File: src/rtl/memory_arbiter.sv
// Shares one external memory port between the fetch, read and write pipeline stages.
// One transaction in flight at a time; fixed priority write > read > fetch with fetch anti-starvation.
module memory_arbiter #(
  parameter int unsigned STARVE_LIMIT   = 4,
  parameter int unsigned TIMEOUT_CYCLES = 255
) (
  input  logic        clock,
  input  logic        reset,
  input  logic        fetch_address_enable,
  input  logic [31:0] fetch_address,
  output logic [31:0] fetch_data,
  output logic        fetch_data_valid,
  input  logic        read_address_enable,
  input  logic [31:0] read_address,
  output logic [31:0] read_data,
  output logic        read_data_valid,
  input  logic        write_address_enable,
  input  logic [31:0] write_address,
  input  logic [31:0] write_data,
  output logic        write_data_valid,
  output logic        mem_request,
  output logic        mem_write_enable,
  output logic [31:0] mem_address,
  output logic [31:0] mem_write_data,
  input  logic [31:0] mem_read_data,
  input  logic        mem_ack,
  output logic        bus_error,
  output logic [1:0]  grant
);

  typedef enum logic [1:0] {StIdle, StAccess, StDone} state_e;

  localparam logic [1:0]  GrantNone  = 2'd0;
  localparam logic [1:0]  GrantFetch = 2'd1;
  localparam logic [1:0]  GrantRead  = 2'd2;
  localparam logic [1:0]  GrantWrite = 2'd3;
  localparam logic [7:0]  StarveMax  = 8'(STARVE_LIMIT);
  localparam logic [7:0]  TimeoutMax = 8'(TIMEOUT_CYCLES);
  localparam logic [31:0] ErrData    = 32'hFFFF_FFFF;

  state_e      state_q, state_d;
  logic [1:0]  owner_q, owner_d;
  logic [31:0] addr_q, addr_d;
  logic [31:0] wdata_q, wdata_d;
  logic        we_q, we_d;
  logic [7:0]  timeout_q, timeout_d;
  logic [7:0]  starve_q, starve_d;
  logic        err_q, err_d;
  logic [31:0] fetch_data_q, fetch_data_d;
  logic [31:0] read_data_q, read_data_d;

  logic        any_req;
  logic [1:0]  pick;
  logic        finish;
  logic [31:0] result;

  assign any_req = fetch_address_enable | read_address_enable | write_address_enable;

  always_comb begin
    pick = GrantNone;
    if (fetch_address_enable && (starve_q >= StarveMax)) begin
      pick = GrantFetch;
    end else if (write_address_enable) begin
      pick = GrantWrite;
    end else if (read_address_enable) begin
      pick = GrantRead;
    end else if (fetch_address_enable) begin
      pick = GrantFetch;
    end
  end

  always_comb begin
    state_d      = state_q;
    owner_d      = owner_q;
    addr_d       = addr_q;
    wdata_d      = wdata_q;
    we_d         = we_q;
    timeout_d    = timeout_q;
    starve_d     = starve_q;
    err_d        = err_q;
    fetch_data_d = fetch_data_q;
    read_data_d  = read_data_q;
    finish       = 1'b0;
    result       = mem_read_data;

    unique case (state_q)
      StIdle: begin
        if (any_req) begin
          state_d   = StAccess;
          owner_d   = pick;
          we_d      = (pick == GrantWrite);
          wdata_d   = (pick == GrantWrite) ? write_data : '0;
          timeout_d = '0;
          err_d     = 1'b0;
          unique case (pick)
            GrantWrite: addr_d = write_address;
            GrantRead:  addr_d = read_address;
            default:    addr_d = fetch_address;
          endcase
          if (pick == GrantFetch) begin
            starve_d = '0;
          end else if (fetch_address_enable && (starve_q < StarveMax)) begin
            starve_d = starve_q + 8'd1;
          end
        end
      end
      StAccess: begin
        if (mem_ack) begin
          finish = 1'b1;
        end else if ((TIMEOUT_CYCLES != 0) && (timeout_q == TimeoutMax)) begin
          finish = 1'b1;
          err_d  = 1'b1;
          result = ErrData;
        end else if (timeout_q != 8'hFF) begin
          timeout_d = timeout_q + 8'd1;
        end
        if (finish) begin
          state_d = StDone;
          // Stores have no return path; only loads/fetches capture a result.
          if (!we_q && (owner_q == GrantFetch)) fetch_data_d = result;
          if (!we_q && (owner_q == GrantRead))  read_data_d  = result;
        end
      end
      StDone: begin
        state_d = StIdle;
        err_d   = 1'b0;
      end
      default: state_d = StIdle;
    endcase
  end

  always_ff @(posedge clock) begin
    if (reset) begin
      state_q      <= StIdle;
      owner_q      <= GrantNone;
      addr_q       <= '0;
      wdata_q      <= '0;
      we_q         <= 1'b0;
      timeout_q    <= '0;
      starve_q     <= '0;
      err_q        <= 1'b0;
      fetch_data_q <= '0;
      read_data_q  <= '0;
    end else begin
      state_q      <= state_d;
      owner_q      <= owner_d;
      addr_q       <= addr_d;
      wdata_q      <= wdata_d;
      we_q         <= we_d;
      timeout_q    <= timeout_d;
      starve_q     <= starve_d;
      err_q        <= err_d;
      fetch_data_q <= fetch_data_d;
      read_data_q  <= read_data_d;
    end
  end

  logic in_access;
  logic in_done;

  always_comb begin
    in_access        = (state_q == StAccess);
    in_done          = (state_q == StDone);
    mem_request      = in_access;
    mem_write_enable = in_access & we_q;
    mem_address      = in_access ? addr_q : '0;
    mem_write_data   = (in_access && we_q) ? wdata_q : '0;
    fetch_data_valid = in_done && (owner_q == GrantFetch);
    read_data_valid  = in_done && (owner_q == GrantRead);
    write_data_valid = in_done && (owner_q == GrantWrite);
    bus_error        = in_done & err_q;
    grant            = (state_q == StIdle) ? GrantNone : owner_q;
    fetch_data       = fetch_data_q;
    read_data        = read_data_q;
  end

endmodule
File: config.mk
export PLATFORM = sky130hd
export DESIGN_NAME = memory_arbiter
export DESIGN_NICKNAME = d
export VERILOG_FILES = /design/src/rtl/memory_arbiter.sv
export SDC_FILE = /design/constraint.sdc
export NUM_CORES = 1
export LEC_CHECK = 0
export BUFFER_PORTS_ARGS = -buffer_cell sky130_fd_sc_hd__buf_2
export CAP_MARGIN = 20
export CORE_MARGIN = 2
export CORE_UTILIZATION = 51
export DETAILED_ROUTE_END_ITERATION = 8
export PLACE_DENSITY = 0.85
export SETUP_SLACK_MARGIN = 0.3
export SLEW_MARGIN = 40
export SYNTH_ARGS = -nofsm -noshare
export SYNTH_HDL_FRONTEND = slang
export SYNTH_SLANG_ARGS = --single-unit
export TNS_END_PERCENT = 30
File: constraint.sdc
create_clock -name clock -period 4.9 [get_ports clock]
set_input_delay 0.49 -clock clock [delete_from_list [all_inputs] [get_ports clock]]
set_output_delay 0.49 -clock clock [all_outputs]
set_load 0.05 [all_outputs]
==> results of run 1 <==
[layer usage]
metal,share of wire (%),GRT usage (%),routed length [um],vias up
li1,-,-,-,3448
met1,41,35.6,8730,3355
met2,48,48.0,10400,355
met3,8.0,7.95,1730,53
met4,3.1,11.8,675,0
met5,0,0,0,-
[per-stage QoR]
step / setup slack [ns] / util, % / cell area, um^2 / power, mW / cells
4_1_cts: 1.70 / 67.9 / 8920 / 3.18 / 1233
6_report: 1.58 / 67.9 / 8920 / 3.17 / 1233
5_1_grt: 1.41 / 67.9 / 8920 / 3.29 / 1233
2_1_floorplan: 2.32 / - / 6790 / 1.69 / 799
3_5_place_dp: 2.15 / 63.2 / 8310 / 1.86 / 1201
3_3_place_gp: 2.25 / 63.2 / 8300 / 1.85 / 1201
[sequential cells by signal (all words and copies together), names as in the netlist]
signal / count
read_data: 32
starve_q: 8
timeout_q: 8
err_q: 1
fetch_data: 32
owner_q: 2
wdata_q: 32
state_q: 2
we_q: 1
addr_q: 32
[worst paths after layout]
kind | slack (ns) | end | from | depth (start not counted)
worst max-delay path | 1.58 | mem_write_data[6] | state_q[1] | 5
worst min-delay path | 0.28 | wdata_q[2] | write_data[2] | 2
worst max register to register | 2.35 | fetch_data[16] | state_q[0] | 6
worst min register to register | 0.47 | starve_q[7] | starve_q[7] | 1
[worst max-delay path, stage by stage (launching register included)]
cell	delay (ns)
dfxtp_1	0.47
nand2b_1	0.30
clkinv_1	0.69
buf_4	0.50
and3_1	0.24
buf_2	0.21
[area by class of cell]
cell class                      instances  area share, %
Inverter                                6          0.252
Tap cell                              176           2.47
Clock inverter                         12           1.61
Sequential cell                       150           33.7
Multi-Input combinational cell        555           38.7
Timing Repair Buffer                  314           18.0
Clock buffer                           20           5.23
[Yosys cell counts (all sizes together) (2+ instances only)]
cell type / count / area share, %
and2: 36 / 3.3
a21o: 2 / 0.22
nor2: 75 / 4.1
ha: 3 / 0.55
o21ba: 2 / 0.29
xnor2: 5 / 0.64
nand3: 16 / 1.2
clkbuf: 70 / 3.9
a31oi: 8 / 0.74
a22o: 58 / 7.5
nand2: 13 / 0.72
nand4: 7 / 0.64
nor2b: 3 / 0.28
and3: 35 / 3.2
o211ai: 34 / 3.8
a211oi: 59 / 6.5
or2: 3 / 0.28
buf: 18 / 1.4
nor3: 6 / 0.52
or3: 3 / 0.28
a2111o: 2 / 0.33
inv: 6 / 0.33
o21ai: 61 / 4.5
a22oi: 6 / 0.66
nand2b: 2 / 0.18
dfxtp: 150 / 44
nor3b: 3 / 0.33
a21oi: 97 / 7.2
[report_power, final]
group	leakage, nW	switching (mW)	internal, mW
Clock	0.290	0.530	0.799
Sequential	1.22	0.0455	1.29
Combinational	2.56	0.337	0.172
Total	4.08	0.912	2.26
[cells by family (layout without fill, tap and decap cells)]
family	count (synthesis)	count (layout)	share of synthesized area, %
AOI/OAI and AO/OA	336	336	32.6
and+or+nand+nor	209	209	16.2
DFF	150	150	44.2
buffers and inverters	94	352	5.56
xor gates and xnor gates	6	6	0.774
adders and majority gates	3	3	0.553
muxes	1	1	0.147
==> metrics.md, run 1 <==
| Metric | Value |
|---|---|
| Syn Std Cell Area | just under 0.007 mm^2 |
| # DRC | 0 |
| Routed WL | 21.5 mm |
| WHS | around 0.28 ns |
| Vias per cell | about 5.8 |
| Crit Path Category | reg2out |
| Most frequent cells in the layout | 300 x buf_2, 149 x dfxtp_1, 96 x a21oi_1 |
| Main synth FF type | dfxtp_1 |
| Max_slew headroom | a little under half |
| Placer Congestion | ~0.84 |
| TritonCTS Buffers | 17 |
| Initial Util | 51.7% |
| Final max-slew violation count | 0 |
| Drt first pass iters | 5 |
| Port Buffers | about 300 |
| Worst Hold Class | in2reg |
| CTS max path bufs | 2 |
| RSZ-0062 raised after global routing | false |
| Area grow syn2layout | 31.4% |
| # diodes | 0 |
| Slew @ Worst Pin | between 0.8 and 0.9 ns |
| Syn avg cell area | around 8.5 um^2 |
| Detailed-route wire length per cell | approximately 17 um |
| Post-synth EDFFs | 0 |
| Final TNS setup | 0 ns |
| Peak VDD IR | approximately 0.19 mV |
| Largest net degree at the start of global routing | between 100 and 150 |
| Crit path max fanout | 41 |
| Leak | 4.08 nW |
| Total vias in the final route | 7,211 |
| Worst clock skew | about 0.0089 ns |
| Register area share after synthesis | between 40% and 50% |
| Flops & latches, synth | 150 |
| Final period utilization | 67.8% |
| CP Launch Type | flop |
| Clk sink count | 150 |
| CTS tree | yes |
| Antenna viol nets, final | 0 |
| Die Width | 119 um |
| Die footprint | between 0.01 and 0.015 mm^2 |
| Vias in the first global route | 6,424 |
| DP HPWL | around 15 mm |
| CTS H-tree depth | 4 |
| FF/Latch Area | 0.00300 mm^2 |
| Final min period | between 3 and 4 ns |
| CP required | 4.41 ns |
| Wire length of the first global-routing pass | around 33 mm |
| Core Area | around 0.013 mm^2 |
| Clk slew on worst S/H paths | ~0.06 ns |
| GRT Resource Usage Total | 29.0% |
| CTS Hold Bufs | 0 |
| Final hold viol count | 0 |
| Initial antenna violation count | 0 |
| Layout cells sized above 1 | between 30% and 40% |
| Status | finished clean |
| PD cells | about 360 mW/mm^2 |
| Post-CTS Setup Repair Bufs | 0 |
| Post-Syn Instances | 799 |
| Filler cells | roughly 1,100 |
| CP arrival | ~2.8 ns |
| Most common cell after layout, fill and taps aside | buf_2 |
| YS warnings | 0 |
| IO Pins | approximately 300 |
| Max-cap violations | 0 |
| Worst Setup End Kind | primary output |
| Fraction of registers with async set/reset | 0% |
| Total gr overflow | 0 |
| Post-cts sizing count | 0 |
| Cell variety after synth | 52 |
| Worst-Skew Late Latency | between 0.4 and 0.5 ns |
| Die Height | 119 um |
| Fmax | between 300 and 400 MHz |
| Final setup viols | 0 |
| Row count | between 40 and 50 |
| Area of the multi-input gates | roughly 0.0035 mm^2 |
| Clk Tree Root Cell | clkbuf_16 |
| Final #Nets | ~1,200 |
| Syn_nets | 968 |
| Initial DRC Count | about 770 |
(Power assumes the default switching activity.)
==> run 2: changes to the inputs <==
--- a/config.mk
+++ b/config.mk
@@ -5,12 +5,13 @@
 export SDC_FILE = /design/constraint.sdc
 export NUM_CORES = 1
 export LEC_CHECK = 0
+export ABC_AREA = 1
 export BUFFER_PORTS_ARGS = -buffer_cell sky130_fd_sc_hd__buf_2
 export CAP_MARGIN = 20
 export CORE_MARGIN = 2
-export CORE_UTILIZATION = 51
+export CORE_UTILIZATION = 48
 export DETAILED_ROUTE_END_ITERATION = 8
-export PLACE_DENSITY = 0.85
+export PLACE_DENSITY = 0.81
 export SETUP_SLACK_MARGIN = 0.3
 export SLEW_MARGIN = 40
 export SYNTH_ARGS = -nofsm -noshare
==> constraint.sdc (replaced) <==
create_clock -name clock -period 3.3 [get_ports clock]
set_input_delay 0.33 -clock clock [delete_from_list [all_inputs] [get_ports clock]]
set_output_delay 0.33 -clock clock [all_outputs]
set_load 0.05 [all_outputs]
==> run 2 against run 1 <==
  * Register-to-register slack worse by 1.4 ns
  * Global-route usage is 3.0 points lower
  * First-iteration DRC count is 25% lower
  * Hold slack worse by 0.12 ns
  * Flip-flop and latch count stayed put
  * Sequential share of layout area is 0.53 points lower
  * Critical path depth is 1 higher
  * Via count is 4.9% higher
  * Clock skew is 0.0037 ns lower
  * Non-clock buffer count is 2 lower
  * Largest power group unchanged
==> metrics.md, run 2 <==
| Metric | Value |
|---|---|
| Syn_nets | around 1,200 |
| Fmax | approximately 400 MHz |
| # DRC | 0 |
| Grt peak-use layer | met2 |
| Max_slew headroom | 52.3% |
| Post-CTS Setup Repair Bufs | 0 |
| Syn Std Cell Area | around 0.007 mm^2 |
| FF-to-FF Start | state_q[0] |
| Slew @ Worst Pin | roughly 0.71 ns |
| Core Util, Final | 63.1% |
| Final #Nets | 1,494 |
| R2R depth | 9 |
| Peak VDD IR | between 0.3 and 0.4 mV |
| Most common cell in the netlist | nand2_1 |
| Detailed-route wire length per cell | roughly 14 um |
| Initial DRC Count | between 500 and 600 |
| Net Switching | approximately 1.3 mW |
| Pint | approximately 3.2 mW |
| Worst clock skew | approximately 0.0052 ns |
| Clock share of power | 40.1% |
| Combinational power share | ~17% |
| CTS max path bufs | 2 |
| Syn avg cell area | roughly 6.6 um^2 |
| YS warnings | 0 |
| Final hold viol count | 0 |
| Filler cells | ~1,400 |
| Fraction of registers with async set/reset | 0% |
| Status | finished clean |
| Largest net degree at the start of global routing | 67 |
| Seq pwr share | a little over two fifths |
| Drt first pass iters | 5 |
| Initial Util | 48.7% |
| PD cells | between 400 and 500 mW/mm^2 |
| Core Area | ~0.014 mm^2 |
| Post-cts sizing count | 0 |
| Routed WL | 20.7 mm |
| Vias per cell | between 4 and 5 |
| Total gr overflow | 0 |
| Clk Tree Root Cell | clkbuf_16 |
| Clk sink count | 150 |
| Vias in the first global route | 6,852 |
| Max-cap violations | 0 |
| Area grow syn2layout | 29.4% |
| Crit Path Category | reg2out |
| Flops & latches, synth | 150 |
| CTS Hold Bufs | 0 |
| Wire length of the first global-routing pass | 32.9 mm |
| Worst Setup End Kind | primary output |
| Row count | 44 |
| Post-Syn Instances | roughly 1,100 |
| CP required | slightly below 3 ns |
| CTS tree | yes |
| Placer Congestion | approximately 0.9 |
| Final period utilization | 76.0% |
| R2r setup slk | a little over 0.9 ns |
| Leak | between 4 and 5 nW |
| Register area share after synthesis | 42.9% |
| RSZ-0062 raised after global routing | false |
| Post-Place Worst Slack | between 0.9 and 1 ns |
| GR Util met3 | ~6.4% |
| Main synth FF type | dfxtp_1 |
| Final TNS setup | 0 ns |
| Crit path max fanout | 35 |
| Most common cell after layout, fill and taps aside | buf_2 |
| CP Launch Type | flop |
| Hold path cells | 3 |
| Clk slew on worst S/H paths | about 0.060 ns |
| CTS H-tree depth | 4 |
| Die Width | roughly 120 um |
| Cell taking the most area after synthesis | dfxtp_1 |
| GRT Resource Usage Total | between 20% and 30% |
| Commonest cells post-synth | 217 x nand2_1, 168 x inv_1, 150 x dfxtp_1, 150 x nor2_1, 134 x nand3_1 |
| Worst R2R End | fetch_data[5] |
| Met1 Usage GRT | between 30% and 40% |
| Die Height | ~120 um |
| Final setup viols | 0 |
| Initial antenna violation count | 1 |
| TritonCTS Buffers | 17 |
| Die footprint | 0.0156 mm^2 |
| Antenna viol nets, final | 0 |
| Total vias in the final route | about 7,600 |
| Most frequent cells in the layout | 301 x buf_2, 215 x nand2_1, 167 x inv_1 |
| Final min period | 2.51 ns |
| IO Pins | ~300 |
| CP Capture Point | mem_write_data[26] |
| Final max-slew violation count | 0 |
| Cell variety after synth | 25 |
| M2 GR Usage | between 40 and 50% |
| Port Buffers | ~300 |
| DP HPWL | 14.3 mm |
| CP arrival | about 2.2 ns |
| Post-synth EDFFs | 0 |
| Worst Hold Class | in2reg |
| Sw Share | ~28% |
| Layout cells sized above 1 | roughly 27% |
| Final worst slack | a little under 0.8 ns |
| Synth top area share | roughly 43% |
| Area contributors post-synth | dfxtp_1 43%, nand2_1 12%, nand3_1 9.6% |
| Worst-Skew Late Latency | about 0.42 ns |
| Setup crit start | state_q[1] |
-- run 2: changes by cell type after synthesis, sizes merged, moves of 35 or more --
cell    before  now
nand2       13  222
a22o        58    0
nor2        75  153
a211oi      59    0
inv          6  173
nand3       16  134
clkbuf      70   31
o21ai       61   20
and3        35    0
and2        36    0
-- run 2: area by class of cell --
cell class	instances	area, um^2	share of cell area, %
clock inverter	4	47.5	0.525
tap	184	230	2.54
multi-input combinational	670	3040	33.5
inverter	174	653	7.21
timing repair buffer	312	1590	17.5
sequential	150	3000	33.1
clock buffer	23	498	5.50
antenna	1	2.50	0.0276
-- run 2: critical path, stage by stage, from the launching register on --
cell     delay, ns
dfxtp_1       0.36
nor2_2        0.08
inv_2         0.49
nor2_2        0.08
inv_2         0.39
nor2_1        0.09
buf_2         0.23
-- run 2: cells by family after synthesis --
kind of cell	count (synthesis)	share of synthesized area [%]
DFF	150	42.9
AOI/OAI and AO/OA	129	9.99
adders and majority gates	3	0.536
and+or+nand+nor	537	32.5
xor gates and xnor gates	1	0.125
buffers and inverters	242	14.0
-- run 2: per-stage QoR --
step	hold WS, ns	cells	cell area, um^2	power, mW
6_report	0.156	1518	9060	4.50
2_1_floorplan	0.419	1062	7010	2.50
3_5_place_dp	0.428	1490	8510	2.73
5_1_grt	0.156	1518	9060	4.70
3_3_place_gp	0.428	1490	8500	2.72
4_1_cts	0.142	1517	9060	4.52
-- run 2: worst min-delay path by stage --
stage          slack, ns           start           to
2_1_floorplan       0.42     starve_q[3]  starve_q[3]
5_1_grt             0.16  write_data[19]  wdata_q[19]
3_3_place_gp        0.43     starve_q[7]  starve_q[7]
3_5_place_dp        0.43     starve_q[7]  starve_q[7]
6_report            0.16  write_data[19]  wdata_q[19]
4_1_cts             0.14   write_data[8]   wdata_q[8]
-- run 2: layer usage --
layer / part of all wire (%) / vias up
met1: 40 / 3353
li1: - / 3846
met3: 7.6 / 47
met4: 3.5 / 0
met2: 49 / 321
met5: 0 / -
-- run 2: power by group through the flow --
| stage | clock network (mW) | registers [mW] | logic, mW |
|---|---|---|---|
| final | 1.81 | 1.94 | 0.759 |
| after global routing | 1.91 | 1.95 | 0.832 |
| after CTS | 1.83 | 1.94 | 0.754 |
| after detailed placement | 0 | 1.98 | 0.750 |
| after global placement | 0 | 1.98 | 0.741 |
| after floorplan | 0 | 2.02 | 0.484 |
